$ cat config.mk
export PLATFORM = sky130hd
export DESIGN_NAME = pc_redirect_ctrl
export DESIGN_NICKNAME = d
export VERILOG_FILES = /design/src/rtl/pc_redirect_ctrl.sv
export SDC_FILE = /design/constraint.sdc
export NUM_CORES = 1
export LEC_CHECK = 0
export CAP_MARGIN = 20
export CORE_ASPECT_RATIO = 0.9
export CORE_MARGIN = 3
export CORE_UTILIZATION = 30
export CTS_CLUSTER_SIZE = 8
export DETAILED_ROUTE_END_ITERATION = 16
export GPL_TIMING_DRIVEN = 0
export HOLD_SLACK_MARGIN = 0.06
export MAX_ROUTING_LAYER = met4
export PLACE_DENSITY = 0.84
export SKIP_CTS_REPAIR_TIMING = 1
export SLEW_MARGIN = 10
export SYNTH_ARGS = -nofsm -noshare
export SYNTH_HDL_FRONTEND = slang
export SYNTH_SLANG_ARGS = --single-unit
$ cat constraint.sdc
create_clock -name clk -period 4.39 [get_ports clk]
set_input_delay 1.0975 -clock clk [delete_from_list [all_inputs] [get_ports clk]]
set_output_delay 1.0975 -clock clk [all_outputs]
set_load 0.02 [all_outputs]
$ cat src/rtl/pc_redirect_ctrl.sv
// Control-hazard unit: chooses the oldest live PC-redirect event across S2..S5,
// drives the new PC and squash mask, and remembers squashed slots as they advance.
module pc_redirect_ctrl #(
    parameter int         PC_W   = 16,
    parameter logic [2:0] PC_REG = 3'd7,
    parameter int         CNT_W  = 16,
    parameter bit         LHI_EN = 1'b1
) (
    input  logic             clk,
    input  logic             rst_n,
    input  logic             stall,
    input  logic             cnt_clr,
    input  logic [15:0]      pr2_IR,
    input  logic [15:0]      pr3_IR,
    input  logic [15:0]      pr4_IR,
    input  logic [15:0]      pr5_IR,
    input  logic [3:0]       stage_v,
    input  logic             equ,
    input  logic [PC_W-1:0]  s2_jal_tgt,
    input  logic [PC_W-1:0]  s2_lhi_val,
    input  logic [PC_W-1:0]  s3_beq_tgt,
    input  logic [PC_W-1:0]  s3_rb,
    input  logic [PC_W-1:0]  s4_alu,
    input  logic [PC_W-1:0]  s5_mem,
    output logic             redirect,
    output logic [PC_W-1:0]  redirect_pc,
    output logic [2:0]       pc_sel,
    output logic [3:0]       flush,
    output logic [CNT_W-1:0] redirect_cnt
);

    localparam logic [3:0] OP_ADD = 4'b0000;
    localparam logic [3:0] OP_ADI = 4'b0001;
    localparam logic [3:0] OP_NDU = 4'b0010;
    localparam logic [3:0] OP_LHI = 4'b0011;
    localparam logic [3:0] OP_LW  = 4'b0100;
    localparam logic [3:0] OP_LM  = 4'b0110;
    localparam logic [3:0] OP_JAL = 4'b1000;
    localparam logic [3:0] OP_JLR = 4'b1001;
    localparam logic [3:0] OP_BEQ = 4'b1100;

    localparam logic [2:0] SEL_NONE = 3'd0;
    localparam logic [2:0] SEL_JLR  = 3'd1;
    localparam logic [2:0] SEL_MEM  = 3'd2;
    localparam logic [2:0] SEL_JAL  = 3'd3;
    localparam logic [2:0] SEL_BEQ  = 3'd4;
    localparam logic [2:0] SEL_LHI  = 3'd5;
    localparam logic [2:0] SEL_ALU  = 3'd6;

    logic [3:0]       kmask_reg, kmask_next;
    logic [CNT_W-1:0] cnt_reg, cnt_next;
    logic [3:0]       live;
    logic [2:0]       cause;
    logic [PC_W-1:0]  tgt;
    logic [3:0]       kill;
    logic             take;
    logic             ev_mem, ev_alu, ev_beq, ev_jlr, ev_lhi, ev_jal;
    logic             s4_rtype;
    logic             unused_bits;

    // Instruction fields that never influence a redirect decision.
    assign unused_bits = ^{pr2_IR[8:0], pr3_IR[11:0], pr4_IR[11:9], pr4_IR[2], pr5_IR[8:0]};

    genvar gi;
    generate
        for (gi = 0; gi < 4; gi++) begin : g_live
            assign live[gi] = stage_v[gi] & ~kmask_reg[gi];
        end
    endgenerate

    assign s4_rtype = (pr4_IR[15:12] == OP_ADD || pr4_IR[15:12] == OP_NDU) && (pr4_IR[1:0] != 2'b11);

    assign ev_mem = live[3] && (pr5_IR[15:12] == OP_LW || pr5_IR[15:12] == OP_LM)
                    && (pr5_IR[11:9] == PC_REG);
    assign ev_alu = live[2] && ((s4_rtype && pr4_IR[5:3] == PC_REG)
                    || (pr4_IR[15:12] == OP_ADI && pr4_IR[8:6] == PC_REG));
    assign ev_beq = live[1] && (pr3_IR[15:12] == OP_BEQ) && equ;
    assign ev_jlr = live[1] && (pr3_IR[15:12] == OP_JLR);
    assign ev_lhi = LHI_EN && live[0] && (pr2_IR[15:12] == OP_LHI) && (pr2_IR[11:9] == PC_REG);
    assign ev_jal = live[0] && (pr2_IR[15:12] == OP_JAL);

    // Oldest stage wins; the squash mask covers every younger slot behind it.
    always_comb begin
        cause = SEL_NONE;
        tgt   = '0;
        kill  = 4'b0000;
        if (ev_mem) begin
            cause = SEL_MEM; tgt = s5_mem;     kill = 4'b1111;
        end else if (ev_alu) begin
            cause = SEL_ALU; tgt = s4_alu;     kill = 4'b0111;
        end else if (ev_beq) begin
            cause = SEL_BEQ; tgt = s3_beq_tgt; kill = 4'b0011;
        end else if (ev_jlr) begin
            cause = SEL_JLR; tgt = s3_rb;      kill = 4'b0011;
        end else if (ev_lhi) begin
            cause = SEL_LHI; tgt = s2_lhi_val; kill = 4'b0001;
        end else if (ev_jal) begin
            cause = SEL_JAL; tgt = s2_jal_tgt; kill = 4'b0001;
        end
    end

    assign take         = rst_n && !stall && (cause != SEL_NONE);
    assign redirect     = take;
    assign redirect_pc  = take ? tgt : '0;
    assign pc_sel       = take ? cause : SEL_NONE;
    assign flush        = take ? kill : 4'b0000;
    assign redirect_cnt = cnt_reg;

    always_comb begin
        kmask_next = {kmask_reg[2:0], 1'b0} | flush;
        cnt_next   = cnt_reg;
        if (cnt_clr)
            cnt_next = '0;
        else if (redirect && cnt_reg != {CNT_W{1'b1}})
            cnt_next = cnt_reg + CNT_W'(1);
    end

    always_ff @(posedge clk or negedge rst_n) begin
        if (!rst_n) begin
            kmask_reg <= 4'b0000;
            cnt_reg   <= '0;
        end else if (!stall) begin
            kmask_reg <= kmask_next;
            cnt_reg   <= cnt_next;
        end
    end

endmodule

# After elaboration in Yosys (flattened, before gate mapping)
# Index checks and enable logic that the tools add are counted.
[classes]
n_addsub = 1
mux = 23
n_eq_ne = 14
n_bitwise = 10
reduce_logical = 23
[op_table]
columns = ["operator", "count"]
rows = [
  ["$mux 16", 9],
  ["$mux 3", 7],
  ["$add 16x1->16 const B", 1],
  ["$ne 16x16->1 const B", 1],
  ["$logic_and 1x1->1", 15],
  ["$eq 3x3->1 const B", 4],
  ["$eq 4x4->1 const B", 3],
  ["$eq 4x2->1 const B", 2],
  ["$eq 4x3->1 const B", 2],
  ["$mux 4", 2],
  ["$mux 2", 3],
  ["$not 1->1", 5],
  ["$and 1x1->1", 4],
  ["$eq 4x1->1 const B", 1],
  ["$logic_not 4->1", 1],
  ["$or 4x4->4", 1],
  ["$logic_or 1x1->1", 3],
  ["$reduce_bool 3->1", 1],
  ["$mux 1", 2],
  ["$ne 2x2->1 const B", 1],
  ["$reduce_and 2->1", 1],
  ["$reduce_bool 2->1", 1],
  ["$logic_not 1->1", 1],
]
[totals]
output_inout_bits = 40
regBits = 20
word_cells = 73
input_bits = 169

# Longest topological paths before layout
# Gate-level depths: netlist of run 1.
[depth]
word_depth = 14
ltp_mapped = 9
depth_no_buf = 7

# Least setup slack after synthesis of run 1
# Ideal clock, no wire load.
[synth_path]
path_type = "input -> output"
startpoint = "input pr4_IR[15]"
endpoint = "output pc_sel[1]"
n_path_buf = 1
cell_stages = 7
t_arrival_ns = 2.806
setup_slack_ns = 0.486
path_cell_list = "or4b_4 > a21oi_4 > a21oi_2 > a211o_1 > o21a_1 > buf_6 > a21oi_1"
[synth_between]
elab_chain_len = 11
word_cells_on_any_way = 14
[synth_lines]
columns = ["element", "line", "source"]
rows = [
  ["start, declared", "15", "input logic [15:0] pr4_IR,"],
  ["$eq 4x2->1 or $logic_not 4->1 (tied branches)", "71", "assign s4_rtype = (pr4_IR[15:12] == OP_ADD || pr4_IR[15:12] == OP_NDU) && (pr4_IR[1:0] != 2'b11);"],
  ["$logic_or 1x1->1", "71", ""],
  ["$logic_and 1x1->1", "71", ""],
  ["$logic_and 1x1->1", "75", "assign ev_alu = live[2] && ((s4_rtype && pr4_IR[5:3] == PC_REG)"],
  ["$logic_or 1x1->1 (*)", "76", "|| (pr4_IR[15:12] == OP_ADI && pr4_IR[8:6] == PC_REG));"],
  ["$logic_and 1x1->1 (*)", "75", ""],
  ["$mux 3 (*)", "89", "end else if (ev_alu) begin"],
  ["$mux 3 (*)", "87", "if (ev_mem) begin"],
  ["$reduce_bool 3->1", "102", "assign take = rst_n && !stall && (cause != SEL_NONE);"],
  ["$logic_and 1x1->1", "102", ""],
  ["$mux 3 (*)", "105", "assign pc_sel = take ? cause : SEL_NONE;"],
  ["end, declared", "27", "output logic [2:0] pc_sel,"],
]
# Every way passes the cells marked *; elsewhere a longest branch is shown, timed or not.

# Final worst setup path of run 1
# Same ends and word-level chain as after synthesis.

==> out/qor.yml, run 1 <==
run_status:
  status: "finished, final reports clean"
timing:
  slew_headroom_pct: 58.0
  setup_violations: 0
  drv_slew: 0
  fin_crit_sh_pct: 99.7
  fin_ws_ps: 12.9
  fmax_mhz: 228
  finalClockSkew_ps: 1.92
  tightestPinTransition_ps: 625
  finalHoldViolCount: 0
  rsz0062_at_grt: "yes"
  tns_ps: 0
  min_period_ps: 4380
pwr:
  p_leak_uw: 0.00167
  ir_drop_uv: 111
  power_uw: 588
  power_density_nw_per_um2: 138
synth:
  netlist_top_cells_area: "dfrtp_1 (23%), o211ai_1 (12%), nand2_1 (9.7%)"
  yosysTopAreaCell: "dfrtp_1"
  synth-xor-area-share_pct: 0
  syn_area_um2: 2200
  synth_top_family_by_area: "compound AO/OA/AOI/OAI gates"
  synth_warnings: 0
  synth_edf_count: 0
  syn_nets: 460
  syn_area_per_cell_um2: 7.57
  synthSimpleGateAreaFrac_pct: 30.5
  synth_mux_area_share_pct: 3.19
  ys_types: 48
  syn_inst: 290
  synth_top_flop_cell: "dfrtp_1"
  async_reset_ff_share_pct: 100
  yosys.area_share.adder_pct: 0.570
  yosysTopAreaCellShare_pct: 22.8
  synth.ff_latch_count: 20
  ys_seq_area_share_pct: 22.8
  synth_compound_area_share_pct: 36.4
floorplan:
  die_x_um: 96.2
  coreArea_um2: 6830
  die_area_um2: 8380
  initial_core_util_pct: 32.1
  rows: 28
  die_h_um: 87.2
  boundaryPins: 209
clock_tree:
  cts.sinks: 20
  cts_buffers: 3
  root_buffer: "clkbuf_8"
  path_clk_slew_ps: 80
  ctsLongestPathBuffers: 2
  clock_latency_ps: 260
  tritoncts: "yes"
  cts_htree_levels: 1
global_route:
  grt_pass1_wl_um: 14700
  grt_antenna_before_repair: 0
  grt_pass1_vias: 3043
  track_usage_pct: 22.6
  grt_max_degree: 22
  grt-ovfl-total: 0
route:
  vias: 3135
  drt_pass1_iterations: 4
  postRouteWirelength_um: 10100
  drcViolationCount: 0
  first_iter_violations: 184
  vias_per_cell: 5.56
  antenna_left: 0
  wire_per_inst_um: 17.9
finish:
  syn_to_final_growth_pct: 94.4
  nets: 645
  fin_area_um2: 4270
  post-route-util_pct: 62.5
  drive_above_1_share_pct: 18.4
  antenna_cells: 0
  largest_register_ffs: 16
place:
  gp_congestion: 0.880
  post-dp-hpwl_um: 8080
  place_ws_ps: -904
  io_buffers: 172
  placed_area_um2: 4030
critical_path:
  required_ps: 3290
  worstPathCellList: "clkdlybuf4s50_1, or4b_4, a21oi_4, a21oi_4, a211o_1, o21a_4, buf_8, a21oi_1, clkbuf_2"
  slowest_delay_ps: 530
  path_delay_family: "compound AO/OA/AOI/OAI gates"
  crit_path_start_kind: "primary input"
  critPathBufInv: 3
  cp.arrival_ps: 3280
  crit_type: "in2out"
  cp-end-kind: "output pin"
  cp_slowest_cell: "or4b_4"
  worstPathMaxFanout: 10
  crit_top_cell: "a21oi_4"
job:
  maxCapViolCount: 0
worst_hold_path:
  min_path_type: "reg2reg"
## logic make-up after synthesis
group	after synthesis
compound gates	109
fa+ha+maj	1
buf+inv	30
flops	20
mux	7
simple gates	123
## layout by cell type, fill, tap and decap left out, drive strengths merged, types with 2 or more instances in the layout
cell type / instances
o31ai: 5
a41o: 2
clkbuf: 20
or2: 6
nor4: 2
a21oi: 20
nor3: 5
nor3b: 2
and3: 6
dlymetal6s2s: 5
o22ai: 3
and2: 3
nand4: 5
buf: 35
clkdlybuf4s50: 148
a221oi: 16
or4: 2
nand2: 57
o311ai: 3
dfrtp: 20
and4: 3
inv: 5
nand4b: 3
or3: 2
mux2i: 7
o211ai: 34
nand2b: 2
o21ai: 22
nor2: 12
nand3: 7
## cell type report
cell class / instances / area, um^2
inverters: 5 / 18.8
clock inverters: 1 / 30.0
clock buffers: 3 / 41.3
multi-input cells: 240 / 1640
repair buffers: 182 / 1770
plain buffers: 23 / 156
well taps: 90 / 113
flip-flops and latches: 20 / 500
fillers: 618 / 2560
## routing by layer
metal  share of wire [%]  up-vias  wire length (um)  global-route usage [%]
li1                    -     1491                 -                       -
met1                  41     1479              4120                    28.1
met2                  50      155              5040                    38.9
met3                 7.8       10               783                    3.11
met4                 1.3        0               132                    4.39
met5                   0        -                 0                       -
## cell usage after synthesis (6+ instances only)
cell / number
a21oi_2: 12
o21ai_0: 21
nand3_1: 7
nor2_1: 12
dfrtp_1: 20
nand2_1: 57
o211ai_1: 34
and3_1: 6
or2_2: 6
a21oi_1: 7
a221oi_1: 16
mux2i_1: 7
clkbuf_1: 17
## path summary, 6_finish.rpt
path | startpoint | endpoint | slack, ps | depth (start not counted)
max in group asynchronous | rst_n | redirect_cnt[15] | 3230 | 1
min | kmask_reg[0] | kmask_reg[0] | 520 | 2
min reg2reg | kmask_reg[0] | kmask_reg[0] | 520 | 2
max | pr4_IR[15] | pc_sel[1] | 10 | 9
min in group asynchronous | rst_n | redirect_cnt[11] | 800 | 1
max reg2reg | redirect_cnt[6] | redirect_cnt[9] | 2080 | 7
## worst register-to-register path: stages (launching register included)
cell      delay, ps
dfrtp_1         450
and3_1          240
and3_1          180
clkbuf_1        170
a41oi_1         520
nand3_1         160
or4_1           410
o21ai_1         100
## stage by stage
stage,cells,hold slack [ps]
floorplan,290,453
global placement,552,484
detailed placement,552,503
CTS,556,522
global route,564,558
finish,564,520
## where the power goes
group | switching (uW) | internal [uW] | total, uW
sequential | 3.98 | 188 | 192
clock | 65.8 | 122 | 187
combinational | 71.1 | 138 | 209
(Power assumes the default switching activity.)
==> inputs of run 2 (changes only) <==
CORE_UTILIZATION = 28   (was 30)
CTS_CLUSTER_DIAMETER = 120   (was not set)
PLACE_DENSITY = 0.83   (was 0.84)
clock period = 3.7 ns   (was 4.39 ns; I/O delays follow)
==> run 2 against run 1 <==
Net effect: the run now ends with negative setup slack left; global-route usage increased by 0.69 points; critical path type unchanged; first-iteration DRC count decreased by 7.1%; critical endpoint is now redirect_pc[10]; sequential cell count unchanged.
==> out/qor.yml, run 2 (synthesis results as in run 1) <==
timing:
  rsz0062_at_grt: "yes"  # unchanged
  fin_ws_ps: -47.4  # was 12.9 ps
  fin_crit_sh_pct: 101
  finalClockSkew_ps: 9.33  # was 1.92 ps
  fmax_mhz: 267
  finalHoldViolCount: 0  # unchanged
  tightestPinTransition_ps: 622  # was 625 ps
  drv_slew: 0  # unchanged
  min_period_ps: 3750
  slew_headroom_pct: 58.4  # was 58.0%
  setup_violations: 15  # was 0
finish:
  fin_cells: 583  # was 564
  drive_above_1_share_pct: 24.1  # was 18.4%
  final_cell_mix: "clkdlybuf4s50_1 (121), nand2_1 (54), o211ai_1 (34)"  # was clkdlybuf4s50_1 (148), nand2_1 (55), o211ai_1 (34)
  nets: 660  # was 645
  largest_register_ffs: 16  # unchanged
  fill_cells: 617  # was 618
  final_common_cell: "clkdlybuf4s50_1"  # unchanged
  syn_to_final_growth_pct: 116  # was 94.4%
floorplan:
  die_h_um: 90.0  # was 87.2 um
  initial_core_util_pct: 30.0  # was 32.1%
  die_area_um2: 8940  # was 8380 um^2
  boundaryPins: 209  # unchanged
  die_x_um: 99.3  # was 96.2 um
  coreArea_um2: 7330  # was 6830 um^2
  rows: 29  # was 28
critical_path:
  required_ps: 2770  # was 3290 ps
  crit_path_start_kind: "primary input"  # unchanged
  crit_type: "in2out"  # unchanged
  cp.arrival_ps: 2820  # was 3280 ps
  r2r_start: "kmask_reg[2]"  # was redirect_cnt[6]
  r2r_cells: 9  # was 7
  ff2ff_setup_slack_ps: 1340  # was 2080 ps
  r2r_end: "redirect_cnt[11]"  # was redirect_cnt[9]
  worstPathMaxFanout: 7  # was 10
  cp-end-kind: "output pin"  # unchanged
route:
  drt-met1-wl_um: 4570  # was 4120 um
  vias_per_cell: 5.62  # was 5.56
  drt_pass1_iterations: 4  # unchanged
  wl_met2_um: 5640  # was 5040 um
  postRouteWirelength_um: 11300  # was 10100 um
  first_iter_violations: 171  # was 184
  top_layer_used: "met4"  # unchanged
  vias: 3277  # was 3135
  wire_per_inst_um: 19.4  # was 17.9 um
  drcViolationCount: 0  # unchanged
  wl_met3_um: 816  # was 783 um
  antenna_left: 0  # unchanged
clock_tree:
  cts_htree_levels: 1  # unchanged
  ctsLongestPathBuffers: 2  # unchanged
  tritoncts: "yes"  # unchanged
  cts.sinks: 20  # unchanged
  path_clk_slew_ps: 90  # was 80 ps
  cts_buffers: 3  # unchanged
  clock_latency_ps: 270  # was 260 ps
  root_buffer: "clkbuf_8"  # unchanged
run_status:
  status: "complete, but fails checks"  # was finished, final reports clean
  failed_checks: "negative setup slack"
place:
  post-dp-hpwl_um: 8530  # was 8080 um
  gp_congestion: 0.957  # was 0.880
  place_inst: 555  # was 552
  io_buffers: 172  # unchanged
global_route:
  grt_pass1_vias: 3074  # was 3043
  track_usage_pct: 23.2  # was 22.6%
  grt-ovfl-total: 0  # unchanged
  grt_antenna_before_repair: 1  # was 0
  grt_pass1_wl_um: 16600  # was 14700 um
  grt_max_degree: 22  # unchanged
pwr:
  power_uw: 722  # was 588 uW
  p_int_uw: 538  # was 448 uW
  p_sw_uw: 184  # was 141 uW
  power_frac_seq_pct: 31.6  # was 32.6%
  switching_share_pct: 25.5  # was 23.9%
  p_leak_uw: 0.00201  # was 0.00167 uW
  power_density_nw_per_um2: 152  # was 138 nW/um^2
  p_clk_share_pct: 31.5  # was 31.9%
  ir_drop_uv: 136  # was 111 uV
  p_comb_share_pct: 36.9  # was 35.5%
worst_hold_path:
  min_path_type: "in2async"  # was reg2reg
job:
  maxCapViolCount: 0  # unchanged
run 2: power groups by stage:
stage / clock (uW) / combinational [uW] / sequential (uW)
after floorplan: 0 / 68.0 / 231
after CTS: 228 / 240 / 227
after global routing: 239 / 284 / 229
after global placement: 0 / 235 / 232
after detailed placement: 0 / 239 / 232
final: 228 / 266 / 228
run 2: worst max-delay path, stage by stage:
cell	delay (ps)
clkbuf_2	80
or4b_4	520
a21oi_4	230
a21oi_4	100
a211o_1	340
o21a_4	180
clkbuf_16	180
a21oi_4	120
buf_6	140
run 2: per-layer routing:
metal,vias to the layer above,track usage (%)
met5,-,-
met4,0,4.89
met3,26,4.49
met2,159,38.3
met1,1578,29.5
li1,1514,-
run 2: worst max path at each step:
stage	from	cells past startpoint	end
finish	pr4_IR[14]	9	redirect_pc[10]
global route	pr4_IR[14]	9	redirect_pc[10]
CTS	rst_n	7	redirect_pc[10]
detailed placement	rst_n	7	redirect_pc[10]
global placement	rst_n	7	redirect_pc[10]
floorplan	pr4_IR[15]	7	pc_sel[1]
run 2: final cells by class:
class,instances,area (um^2),share of cell area (%)
flip-flops and latches,20,500,10.6
well taps,93,116,2.45
clock inverters,1,30.0,0.633
plain buffers,22,183,3.85
inverters,5,23.8,0.501
diodes,1,2.50,0.0528
clock buffers,3,41.3,0.871
multi-input cells,240,1790,37.7
repair buffers,198,2050,43.3
run 2: through the flow:
step	setup slack, ps	util, %	cell area, um^2	hold slack, ps	setup TNS (ps)
floorplan	141	-	2200	453	0
global placement	-1220	55.0	4030	495	-25870
detailed placement	-1300	55.0	4030	485	-27380
CTS	-1330	56.0	4110	509	-27670
global route	-93.0	64.7	4740	512	-1130
finish	-47.4	64.7	4740	497	-346
